## src/rtl/bias_relu_sequencer.sv

```systemverilog
// bias_relu_sequencer
//   Adds a per-channel bias to a stream of convolution results and applies
//   ReLU. One feature map is FILTERS channels of OUTPUT_SIZE**2 pixels, with
//   words arriving channel-major. Biases are captured at start and held for
//   the whole map. The output is a one-deep registered stage with a
//   valid/ready handshake.
//
//   Optional build macro: BIAS_RELU_SAT_EN
//     defined   -> the bias add saturates to the signed range
//     undefined -> the bias add wraps modulo 2**BIT_SIZE
//
// Ports
//   clk        rising-edge clock
//   rst        synchronous reset, active high
//   start      single-cycle request to process one map (honoured in IDLE only)
//   biases     FILTERS packed biases, bias k at [k*BIT_SIZE +: BIT_SIZE]
//   in_data    input word
//   in_valid   in_data is valid
//   in_ready   block accepts in_data this cycle
//   out_data   biased, rectified word
//   out_valid  out_data is valid
//   out_ready  downstream accepts out_data
//   out_last   out_data is the final word of the map
//   busy       FSM is not in IDLE
//   done       one-cycle pulse when the map completes
module bias_relu_sequencer #(
    parameter int FILTERS     = 1,
    parameter int OUTPUT_SIZE = 3,
    parameter int BIT_SIZE    = 16
) (
    input  logic                        clk,
    input  logic                        rst,
    input  logic                        start,
    input  logic [FILTERS*BIT_SIZE-1:0] biases,
    input  logic [BIT_SIZE-1:0]         in_data,
    input  logic                        in_valid,
    output logic                        in_ready,
    output logic [BIT_SIZE-1:0]         out_data,
    output logic                        out_valid,
    input  logic                        out_ready,
    output logic                        out_last,
    output logic                        busy,
    output logic                        done
);

    localparam int PIX   = OUTPUT_SIZE * OUTPUT_SIZE;
    localparam int PIX_W = (PIX > 1) ? $clog2(PIX) : 1;
    localparam int F_W   = (FILTERS > 1) ? $clog2(FILTERS) : 1;
    localparam logic [PIX_W-1:0] PIX_LAST = PIX_W'(PIX - 1);
    localparam logic [F_W-1:0]   F_LAST   = F_W'(FILTERS - 1);

    typedef enum logic [1:0] {
        S_IDLE,
        S_RUN,
        S_DRAIN,
        S_DONE
    } state_t;

    state_t                      r_state;
    state_t                      w_state_next;
    logic [FILTERS*BIT_SIZE-1:0] r_biases;
    logic [PIX_W-1:0]            r_pix;
    logic [F_W-1:0]              r_f;
    logic [BIT_SIZE-1:0]         r_out_data;
    logic                        r_out_valid;
    logic                        r_out_last;

    logic                        w_in_ready;
    logic                        w_beat;
    logic                        w_out_take;
    logic                        w_last_beat;
    logic [BIT_SIZE-1:0]         w_bias;
    logic [BIT_SIZE-1:0]         w_sum;
    logic [BIT_SIZE-1:0]         w_relu;

    always_comb begin
        // Input is accepted only when the output stage is empty or draining
        // this same cycle, so the one-deep stage never overflows.
        w_in_ready  = (r_state == S_RUN) && (!r_out_valid || out_ready);
        w_beat      = in_valid && w_in_ready;
        w_out_take  = r_out_valid && out_ready;
        w_last_beat = (r_f == F_LAST) && (r_pix == PIX_LAST);
    end

    // Explicit compare-mux keeps the select in range for any FILTERS value.
    always_comb begin
        w_bias = '0;
        for (int unsigned k = 0; k < FILTERS; k++) begin
            if (r_f == F_W'(k)) begin
                w_bias = r_biases[k*BIT_SIZE +: BIT_SIZE];
            end
        end
    end

`ifdef BIAS_RELU_SAT_EN
    logic [BIT_SIZE:0] w_sum_ext;

    always_comb begin
        w_sum_ext = {in_data[BIT_SIZE-1], in_data} + {w_bias[BIT_SIZE-1], w_bias};
        // Top two bits differ only on signed overflow; the top bit gives its direction.
        if (w_sum_ext[BIT_SIZE] != w_sum_ext[BIT_SIZE-1]) begin
            w_sum = w_sum_ext[BIT_SIZE] ? {1'b1, {(BIT_SIZE-1){1'b0}}}
                                        : {1'b0, {(BIT_SIZE-1){1'b1}}};
        end else begin
            w_sum = w_sum_ext[BIT_SIZE-1:0];
        end
    end
`else
    always_comb begin
        w_sum = in_data + w_bias;
    end
`endif

    always_comb begin
        w_relu = w_sum[BIT_SIZE-1] ? '0 : w_sum;
    end

    always_comb begin
        w_state_next = r_state;
        unique case (r_state)
            S_IDLE:  if (start)                   w_state_next = S_RUN;
            S_RUN:   if (w_beat && w_last_beat)   w_state_next = S_DRAIN;
            S_DRAIN: if (w_out_take)              w_state_next = S_DONE;
            S_DONE:                               w_state_next = S_IDLE;
            default:                              w_state_next = S_IDLE;
        endcase
    end

    always_comb begin
        in_ready  = w_in_ready;
        busy      = (r_state != S_IDLE);
        done      = (r_state == S_DONE);
        out_data  = r_out_data;
        out_valid = r_out_valid;
        out_last  = r_out_last;
    end

    always_ff @(posedge clk) begin
        if (rst) begin
            r_state     <= S_IDLE;
            r_biases    <= '0;
            r_pix       <= '0;
            r_f         <= '0;
            r_out_data  <= '0;
            r_out_valid <= 1'b0;
            r_out_last  <= 1'b0;
        end else begin
            r_state <= w_state_next;
            if ((r_state == S_IDLE) && start) begin
                r_biases <= biases;
                r_pix    <= '0;
                r_f      <= '0;
            end
            if (w_beat) begin
                r_out_data  <= w_relu;
                r_out_valid <= 1'b1;
                r_out_last  <= w_last_beat;
                if (r_pix == PIX_LAST) begin
                    r_pix <= '0;
                    r_f   <= r_f + 1'b1;
                end else begin
                    r_pix <= r_pix + 1'b1;
                end
            end else if (w_out_take) begin
                r_out_valid <= 1'b0;
                r_out_last  <= 1'b0;
            end
        end
    end

endmodule

```

## config.mk

```make
export PLATFORM = sky130hd
export DESIGN_NAME = bias_relu_sequencer
export DESIGN_NICKNAME = d
export VERILOG_FILES = /design/src/rtl/bias_relu_sequencer.sv
export SDC_FILE = /design/constraint.sdc
export NUM_CORES = 1
export LEC_CHECK = 0
export ABC_AREA = 1
export CORE_MARGIN = 1
export CORE_UTILIZATION = 56
export DETAILED_ROUTE_END_ITERATION = 12
export HOLD_SLACK_MARGIN = 0.05
export PLACE_DENSITY = 0.9
export SLEW_MARGIN = 20
export SYNTH_ARGS = -nofsm -noshare
export SYNTH_HDL_FRONTEND = slang
export SYNTH_SLANG_ARGS = --single-unit
```

## constraint.sdc

```tcl
create_clock -name clk -period 4.2 [get_ports clk]
set_input_delay 0.84 -clock clk [delete_from_list [all_inputs] [get_ports clk]]
set_output_delay 0.84 -clock clk [all_outputs]
set_load 0.02 [all_outputs]
```

# Yosys cells after proc, flatten, opt, wreduce, memory -nomap -nowiden
# Index checks and enable logic that the tools add are counted.
[op_classes]
n_addsub = 3
multipliers = 0
n_div = 0
n_lt_le_gt_ge = 0
eq_ne = 7
shift = 0
muxes = 15
bitwise = 1
n_reduce_logical = 13
[ops]
columns = ["cell", "count"]
rows = [
  ["adder 16 bit", 1],
  ["two-way mux 16 bit", 1],
  ["two-way mux 15 bit", 1],
  ["two-way mux 4 bit", 3],
  ["case mux 2 bit (4 select lines)", 1],
  ["logical AND 1 bit", 6],
  ["two-way mux 1 bit", 6],
  ["two-way mux 2 bit", 3],
  ["nonzero test 2 bit", 3],
  ["adder 4 x 1 -> 4 bit, second input constant", 1],
  ["equality test 2 bit, second input constant", 2],
  ["equality test 4 bit, second input constant", 1],
  ["inequality test 2 bit, second input constant", 2],
  ["AND reduction 3 bit", 1],
  ["equality test 2 x 1 -> 1 bit, second input constant", 1],
  ["zero test 2 bit", 1],
  ["inequality test 2 x 1 -> 1 bit, second input constant", 1],
  ["adder 1 bit, second input constant", 1],
  ["zero test 1 bit", 1],
  ["logical OR 1 bit", 1],
  ["NOT 1 bit", 1],
]
[word_totals]
reg_bits = 41
latchBits = 0
ram_bits = 0
romBits = 0
input_bits = 37
out_inout_bits = 21
elab_cells = 46
n_memories = 0

# Logic depth before layout (Yosys ltp)
# Gate-level depths: netlist (run 1).
[logic_depth]
ltp_word = 7
mapped_depth = 17
depth_no_buf = 15

# Worst setup path before layout (run 1)
# OpenSTA, ideal clock, no wires.
[synth_timing]
path_kind = "input to register"
start = "input in_data[10]"
end = "register r_out_data[13] (netlist: out_data[13])"
setup_ns = 0.066
arrival_time_ns = 2.122
t_required_ns = 4.134
setup_slack_ns = 2.012
cell_stages = 11
n_path_buf = 1
path_cell_list = "ha_1 -> nand2_2 -> inv_2 -> a21oi_4 -> nor2_2 -> nor2_2 -> nand3_1 -> nand2_4 -> buf_12 -> nand2_2 -> a21oi_2"
[synth_via]
elab_chain_len = 2
[synth_rtl]
columns = ["item", "line_no", "rtl"]
rows = [
  ["from (decl)", "35", "input logic [BIT_SIZE-1:0] in_data,"],
  ["adder 16 bit", "110", "w_sum = in_data + w_bias;"],
  ["two-way mux 15 bit", "115", "w_relu = w_sum[BIT_SIZE-1] ? '0 : w_sum;"],
  ["to (signal assigned)", "155", "r_out_data <= w_relu;"],
  ["to (decl)", "64", "logic [BIT_SIZE-1:0] r_out_data;"],
]
# Every way passes these cells.
# A chain may end at the register's enable or synchronous reset.

# Worst setup path in the final report (run 1)
[layout_timing]
start = "input out_ready"
end = "output in_ready"
[layout_via]
elab_chain_len = 2
[layout_rtl]
columns = ["item", "line_no", "rtl"]
rows = [
  ["from (decl)", "40", "input logic out_ready,"],
  ["logical OR 1 bit", "79", "w_in_ready = (r_state == S_RUN) && (!r_out_valid || out_ready);"],
  ["logical AND 1 bit", "79", ""],
  ["to (decl)", "37", "output logic in_ready,"],
]
# Every way passes these cells.

==> results of run 1 <==
final timing paths:
kind	slack [ps]	cells past startpoint	from	to
worst max register to register	1880	14	r_f	out_data[10]
worst min register to register	460	2	r_biases[9]	r_biases[9]
worst max-delay path	1130	6	out_ready	in_ready
worst min-delay path	460	2	r_biases[9]	r_biases[9]
power groups by stage:
stage / combinational [uW] / clock, uW / sequential, uW
global placement: 790 / 0 / 489
floorplan: 615 / 0 / 511
finish: 827 / 316 / 484
CTS: 824 / 317 / 483
detailed placement: 818 / 0 / 491
global route: 931 / 333 / 489
placed cells by master, fill, tap and decap left out, types with 2 or more instances in the layout:
master / Yosys / layout
nor2_1: 40 / 40
xnor2_1: 3 / 3
clkdlybuf4s50_1: 0 / 56
ha_1: 22 / 22
nand2_1: 97 / 97
and2_1: 2 / 2
nand2_2: 18 / 18
nor2_2: 5 / 5
nand4_1: 3 / 3
nor3_1: 2 / 2
o21ai_0: 26 / 26
inv_2: 4 / 4
dfxtp_1: 40 / 40
nand3b_1: 2 / 2
a21oi_2: 11 / 11
a21oi_1: 42 / 42
nand3_1: 12 / 12
clkbuf_8: 2 / 5
inv_1: 67 / 67
metrics by stage:
step / hold slack (ps) / instance area [um2] / setup WS (ps) / power (uW)
floorplan: 430.3 / 2781 / 2012 / 1125
global placement: 441.2 / 3326 / 1163 / 1279
detailed placement: 449.3 / 3326 / 1130 / 1309
CTS: 460.2 / 3437 / 1120 / 1624
global route: 479.0 / 3437 / 1056 / 1753
finish: 456.8 / 3437 / 1129 / 1626
cell type report:
class	count	area [um2]
clock buffer	5	68.82
clock inverter	3	42.54
fill	393	1318
inverter	71	266.5
multi-input combinational	294	1607
sequential	40	800.8
tap	67	83.83
timing repair buffer	57	568.0
sequential cells by signal (all words and copies together), names as in the netlist:
signal,count
out_data,15
out_last,1
out_valid,1
r_pix,4
r_f,1
r_state,2
r_biases,16
logic make-up after synthesis:
kind of cell,synth area share (%)
other,0.1348
DFF,28.79
AOI/OAI and AO/OA,16.51
adders and majority gates,10.62
buffers and inverters,13.45
and+or+nand+nor,29.24
xor gates and xnor gates,1.260
routing by layer:
metal	GRT usage, %	vias to the layer above
met1	28.28	1133
li1	-	1403
met2	39.36	62
met5	0	-
met4	7.625	0
met3	4.722	8
worst max-delay path: stages:
cell	delay [ps]
clkdlybuf4s50_1	480
inv_1	50
nand2_1	50
inv_1	40
nor2_1	140
clkdlybuf4s50_1	630
==> results.md, run 1 <==
* Max Cap Viol at 0
* HPWL after DPL at 4585 um
* CP Launch Type: input pin
* CP arrival at 2230 ps
* Met2 wire length at 2743 um
* Switching pwr at 686.5 uW
* Vias in the first global route at 2265
* Slew headroom at 43.96%
* CTS tree: built
* EDFF count, synth at 0
* Port bufs at 56
* Top FF cell, synth: dfxtp_1
* Antenna diode count at 0
* Clock slew at reported path FFs at 80 ps
* Detail Route Antenna Nets at 0
* Seq/Total Area, Yosys at 28.79%
* Vias/cell at 4.853
* Sequential fraction of design power at 29.7%
* First-pass GRT wire length at 9384 um
* Leak pwr at 0.001598 uW
* Min-delay worst type: reg2reg
* Post-layout util at 72.29%
* Placed cells at 529
* Top cells by area, synth: dfxtp_1 29%, nand2_1 13%, ha_1 9.9%
* Share of layout cells above drive strength 1 at 10.85%
* Crit path kind: in2out
* RSZ-0062 raised after global routing: no
* Die width at 72.48 um
* Mean Syn Cell Area at 6.638 um2
* Most common cell in the netlist: nand2_1
* Initial antenna violation count at 0
* Post-Syn Instances at 419
* Core outline area at 0.004755 mm2
* Initial DRC count at 89
* VDD IR-drop max at 234.9 uV
* Vias at 2606
* Comb pwr share at 50.9%
* Synthesis warning total at 0
* Crit path max fanout at 2
* GRT overflow at 0
* Post-synth ARST share at 0%
* Layout Nets at 529
* Status: completed
* Final Max Tran Viols at 0
* Largest area contributor in the netlist: dfxtp_1
* CTS Root Cell: clkbuf_8
* Wl on met1 at 2723 um
* Final std cells w/o fill at 537
* Total CTS buffers at 5
* Die ar. at 0.005253 mm2
* Syn Nets at 479
* Latest clock arrival within the worst-skew pair at 300 ps
* Drt pass-1 iters at 4
* Sw Share at 42.21%
* Post-synth top cells: 97 x nand2_1, 67 x inv_1, 42 x a21oi_1
* Post-CTS Resized at 0
* Clk buf depth at 2
* Area Growth Syn to Fin at 23.57%
* CTS H-Tree Depth at 2
* DR WL/cell at 10.79 um
* Mapped cell area at 0.002781 mm2
* Crit path time final at 3071 ps
* Setup TNS at 0 ps
* # setup viols final at 0
* Placer Congestion at 0.8933
* Power per standard cell area at 473.2 mW/mm2
* Largest net degree at the start of global routing at 34
* CTS Sinks at 40
* P_int at 939.9 uW
* Synth top area share at 28.79%
* Tcrit/Tclk final at 73.11%
* Hold Fails Final Rpt at 0
* Io pins at 58
* GRT Overall Usage at 22.83%
* Fin Clk Skew at 6.720 ps
* Die Y at 72.48 um
* Worst EP required at 3360 ps
* Initial Utilization at 58.50%
* Final WL at 5795 um
* Met3 wire len at 244 um
* Hold-fix buffers, CTS at 0
* Worst-Margin Slew at 838.6 ps
* Top sig layer: met4
* #FFs+latches synth at 40
* Post-detailed-route DRC marker count at 0
* Endpoint class of the critical path: primary output
* Clock power frac at 19.4%
* Post-CTS Setup Repair Bufs at 0
* F_max at 325.7 MHz
* FP Rows at 25
* Netlist cell types at 33
No activity file was read; power rests on OpenSTA's default activity.
==> inputs of run 2 (changes only) <==
--- a/config.mk
+++ b/config.mk
@@ -7,10 +7,10 @@
 export LEC_CHECK = 0
 export ABC_AREA = 1
 export CORE_MARGIN = 1
-export CORE_UTILIZATION = 56
+export CORE_UTILIZATION = 47
 export DETAILED_ROUTE_END_ITERATION = 12
 export HOLD_SLACK_MARGIN = 0.05
-export PLACE_DENSITY = 0.9
+export PLACE_DENSITY = 0.81
 export SLEW_MARGIN = 20
 export SYNTH_ARGS = -nofsm -noshare
 export SYNTH_HDL_FRONTEND = slang
==> constraint.sdc (replaced) <==
create_clock -name clk -period 2.7 [get_ports clk]
set_input_delay 0.54 -clock clk [delete_from_list [all_inputs] [get_ports clk]]
set_output_delay 0.54 -clock clk [all_outputs]
set_load 0.02 [all_outputs]
==> run 2 against run 1 <==
  * Global-route usage decreased by 2.6 points
  * Sequential share of layout area decreased by 0.21 points
  * Critical path depth unchanged
  * Register-to-register slack got worse by 1500 ps
  * Total power increased by 57%
  * First-iteration DRC count decreased by 5.6%
  * Hold slack about the same
  * Critical path type unchanged
==> results.md, run 2 (same netlist as run 1, synthesis figures left out) <==
* Max Cap Viol at 0 (unchanged)
* First-pass GRT wire length at 10050 um (+7.1%)
* F_max at 402.1 MHz
* Share of layout cells above drive strength 1 at 11.23% (+0.38 points)
* Crit path max fanout at 2 (unchanged)
* Tcrit/Tclk final at 92.11%
* Io pins at 58 (unchanged)
* CTS Sinks at 40 (unchanged)
* Latest clock arrival within the worst-skew pair at 300 ps (about the same)
* GRT Overall Usage at 20.20% (-2.6 points)
* Clk buf depth at 2 (unchanged)
* Power per standard cell area at 738.2 mW/mm2 (+56%)
* Antenna diode count at 0 (unchanged)
* Commonest cells after routing, fill and taps aside: 97 x nand2_1, 67 x inv_1, 56 x clkdlybuf4s50_1
* Port bufs at 56 (unchanged)
* Initial DRC count at 84 (-5.6%)
* FP Rows at 27 (+8.0%)
* Final WL at 5968 um (+3.0%)
* Largest net degree at the start of global routing at 30 (-12%)
* Area of placed instances at 0.003347 mm2 (+0.64%)
* Register with the most flip-flops: r_biases
* GRT overflow at 0 (unchanged)
* Reg-to-Reg Start: r_f
* Crit path kind: in2out
* Layout Nets at 531 (+0.38%)
* Start point of the critical path: out_ready
* Worst-Margin Slew at 531.9 ps (-306.7 ps)
* Reg2Reg Setup Slack at 360 ps (-1520 ps)
* Total CTS buffers at 5 (unchanged)
* Min-delay worst type: reg2reg
* Detail Route Antenna Nets at 0 (unchanged)
* Die ar. at 0.006229 mm2 (+19%)
* Commonest non-fill, non-tap cell in the layout: nand2_1
* Drt pass-1 iters at 4 (unchanged)
* R2R Path End: out_data[11]
* Hold-fix buffers, CTS at 0 (unchanged)
* Clock slew at reported path FFs at 80 ps (about the same)
* Post-detailed-route DRC marker count at 0 (unchanged)
* Endpoint class of the critical path: primary output
* DR WL/cell at 10.97 um (+1.7%)
* CTS tree: built
* # setup viols final at 0 (unchanged)
* CTS Root Cell: clkbuf_8
* Setup TNS at 0 ps (unchanged)
* Status: completed
* Placer Congestion at 0.8834 (-1.1%)
* Leak pwr at 0.001614 uW (+1.0%)
* Hold Path Stages at 2 (unchanged)
* Die Y at 78.93 um (+8.9%)
* Crit path time final at 2487 ps
* Slew headroom at 64.49% (+21 points)
* Max reg flops at 16 (unchanged)
* Die width at 78.93 um (+8.9%)
* Worst EP required at 2160 ps (-1200 ps)
* Worst r2r path cells at 9 (-5)
* CP Launch Type: input pin
* Vias at 2600 (-0.23%)
* Initial Utilization at 49.60% (-8.9 points)
* Final Max Tran Viols at 0 (unchanged)
* RSZ-0062 raised after global routing: no
* Fin Clk Skew at 8.503 ps (+1.783 ps)
* Initial antenna violation count at 0 (unchanged)
* Fin area at 0.003468 mm2 (+0.91%)
* Core outline area at 0.005608 mm2 (+18%)
* VDD IR-drop max at 299.1 uV (+27%)
* Hold_sp: r_biases[4]
* Post-CTS Setup Repair Bufs at 0 (unchanged)
* CTS H-Tree Depth at 2 (unchanged)
* CP arrival at 1950 ps (-280 ps)
* HPWL after DPL at 4772 um (+4.1%)
* Area Growth Syn to Fin at 24.70%
* Vias/cell at 4.779 (-1.5%)
* Vias in the first global route at 2325 (+2.6%)
* Hold Fails Final Rpt at 0 (unchanged)
* Worst Hold End: r_biases[4]
* Post-CTS Resized at 0 (unchanged)
-- run 2: changes by cell type in the layout (fill, tap and decap cells not counted) --
| cell | before | now |
|---|---|---|
| clkinv_2 | 1 | 0 |
| buf_4 | 1 | 3 |
| clkinvlp_4 | 1 | 0 |
| clkbuf_8 | 5 | 6 |
| clkinv_4 | 0 | 1 |
-- run 2: worst max-delay path by stage --
stage,endpoint,slack [ps],cells past startpoint
after floorplan,out_data[13],580,14
after global placement,out_data[8],230,11
after detailed placement,in_ready,220,6
after CTS,in_ready,220,6
after global routing,out_data[14],150,12
final,in_ready,210,6
-- run 2: power by group --
group	switching [uW]	leakage (uW)	internal (uW)	total [uW]
logic	797	0.00123	494	1290
registers	48.6	0.000327	703	752
clock network	216	0.0000614	302	518
total	1060	0.00161	1500	2560
-- run 2: cell type report --
cell class,count,area (um2)
Fill cell,557,2140
Multi-Input combinational cell,294,1607
Sequential cell,40,800.8
Timing Repair Buffer,59,583.1
Inverter,71,266.5
Tap cell,72,90.09
Clock buffer,6,82.58
Clock inverter,2,38.79
-- run 2: routing by layer --
metal	track usage, %	share of wire [%]	vias to the layer above
met1	25.58	48	1119
met3	4.253	4.6	9
met4	7.091	1.7	0
met5	0	0	-
li1	-	-	1405
met2	33.83	45	67
-- run 2: through the flow --
| stage | hold WS (ps) | std cells | util, % | power [uW] | worst slack (ps) |
|---|---|---|---|---|---|
| 2_1_floorplan | 430.3 | 419 | - | 1751 | 576.9 |
| 3_3_place_gp | 441.4 | 536 | 59.68 | 2011 | 233.1 |
| 3_5_place_dp | 446.7 | 536 | 59.68 | 2049 | 221.2 |
| 4_1_cts | 459.3 | 544 | 61.85 | 2572 | 218.7 |
| 5_1_grt | 471.9 | 544 | 61.85 | 2756 | 152.2 |
| 6_report | 456.7 | 544 | 61.85 | 2560 | 212.9 |
-- run 2: critical path, cell delays in order --
cell and delay, ps:
clkdlybuf4s50_1 480, inv_1 50, nand2_1 60, inv_1 50, nor2_1 140, clkdlybuf4s50_1 640
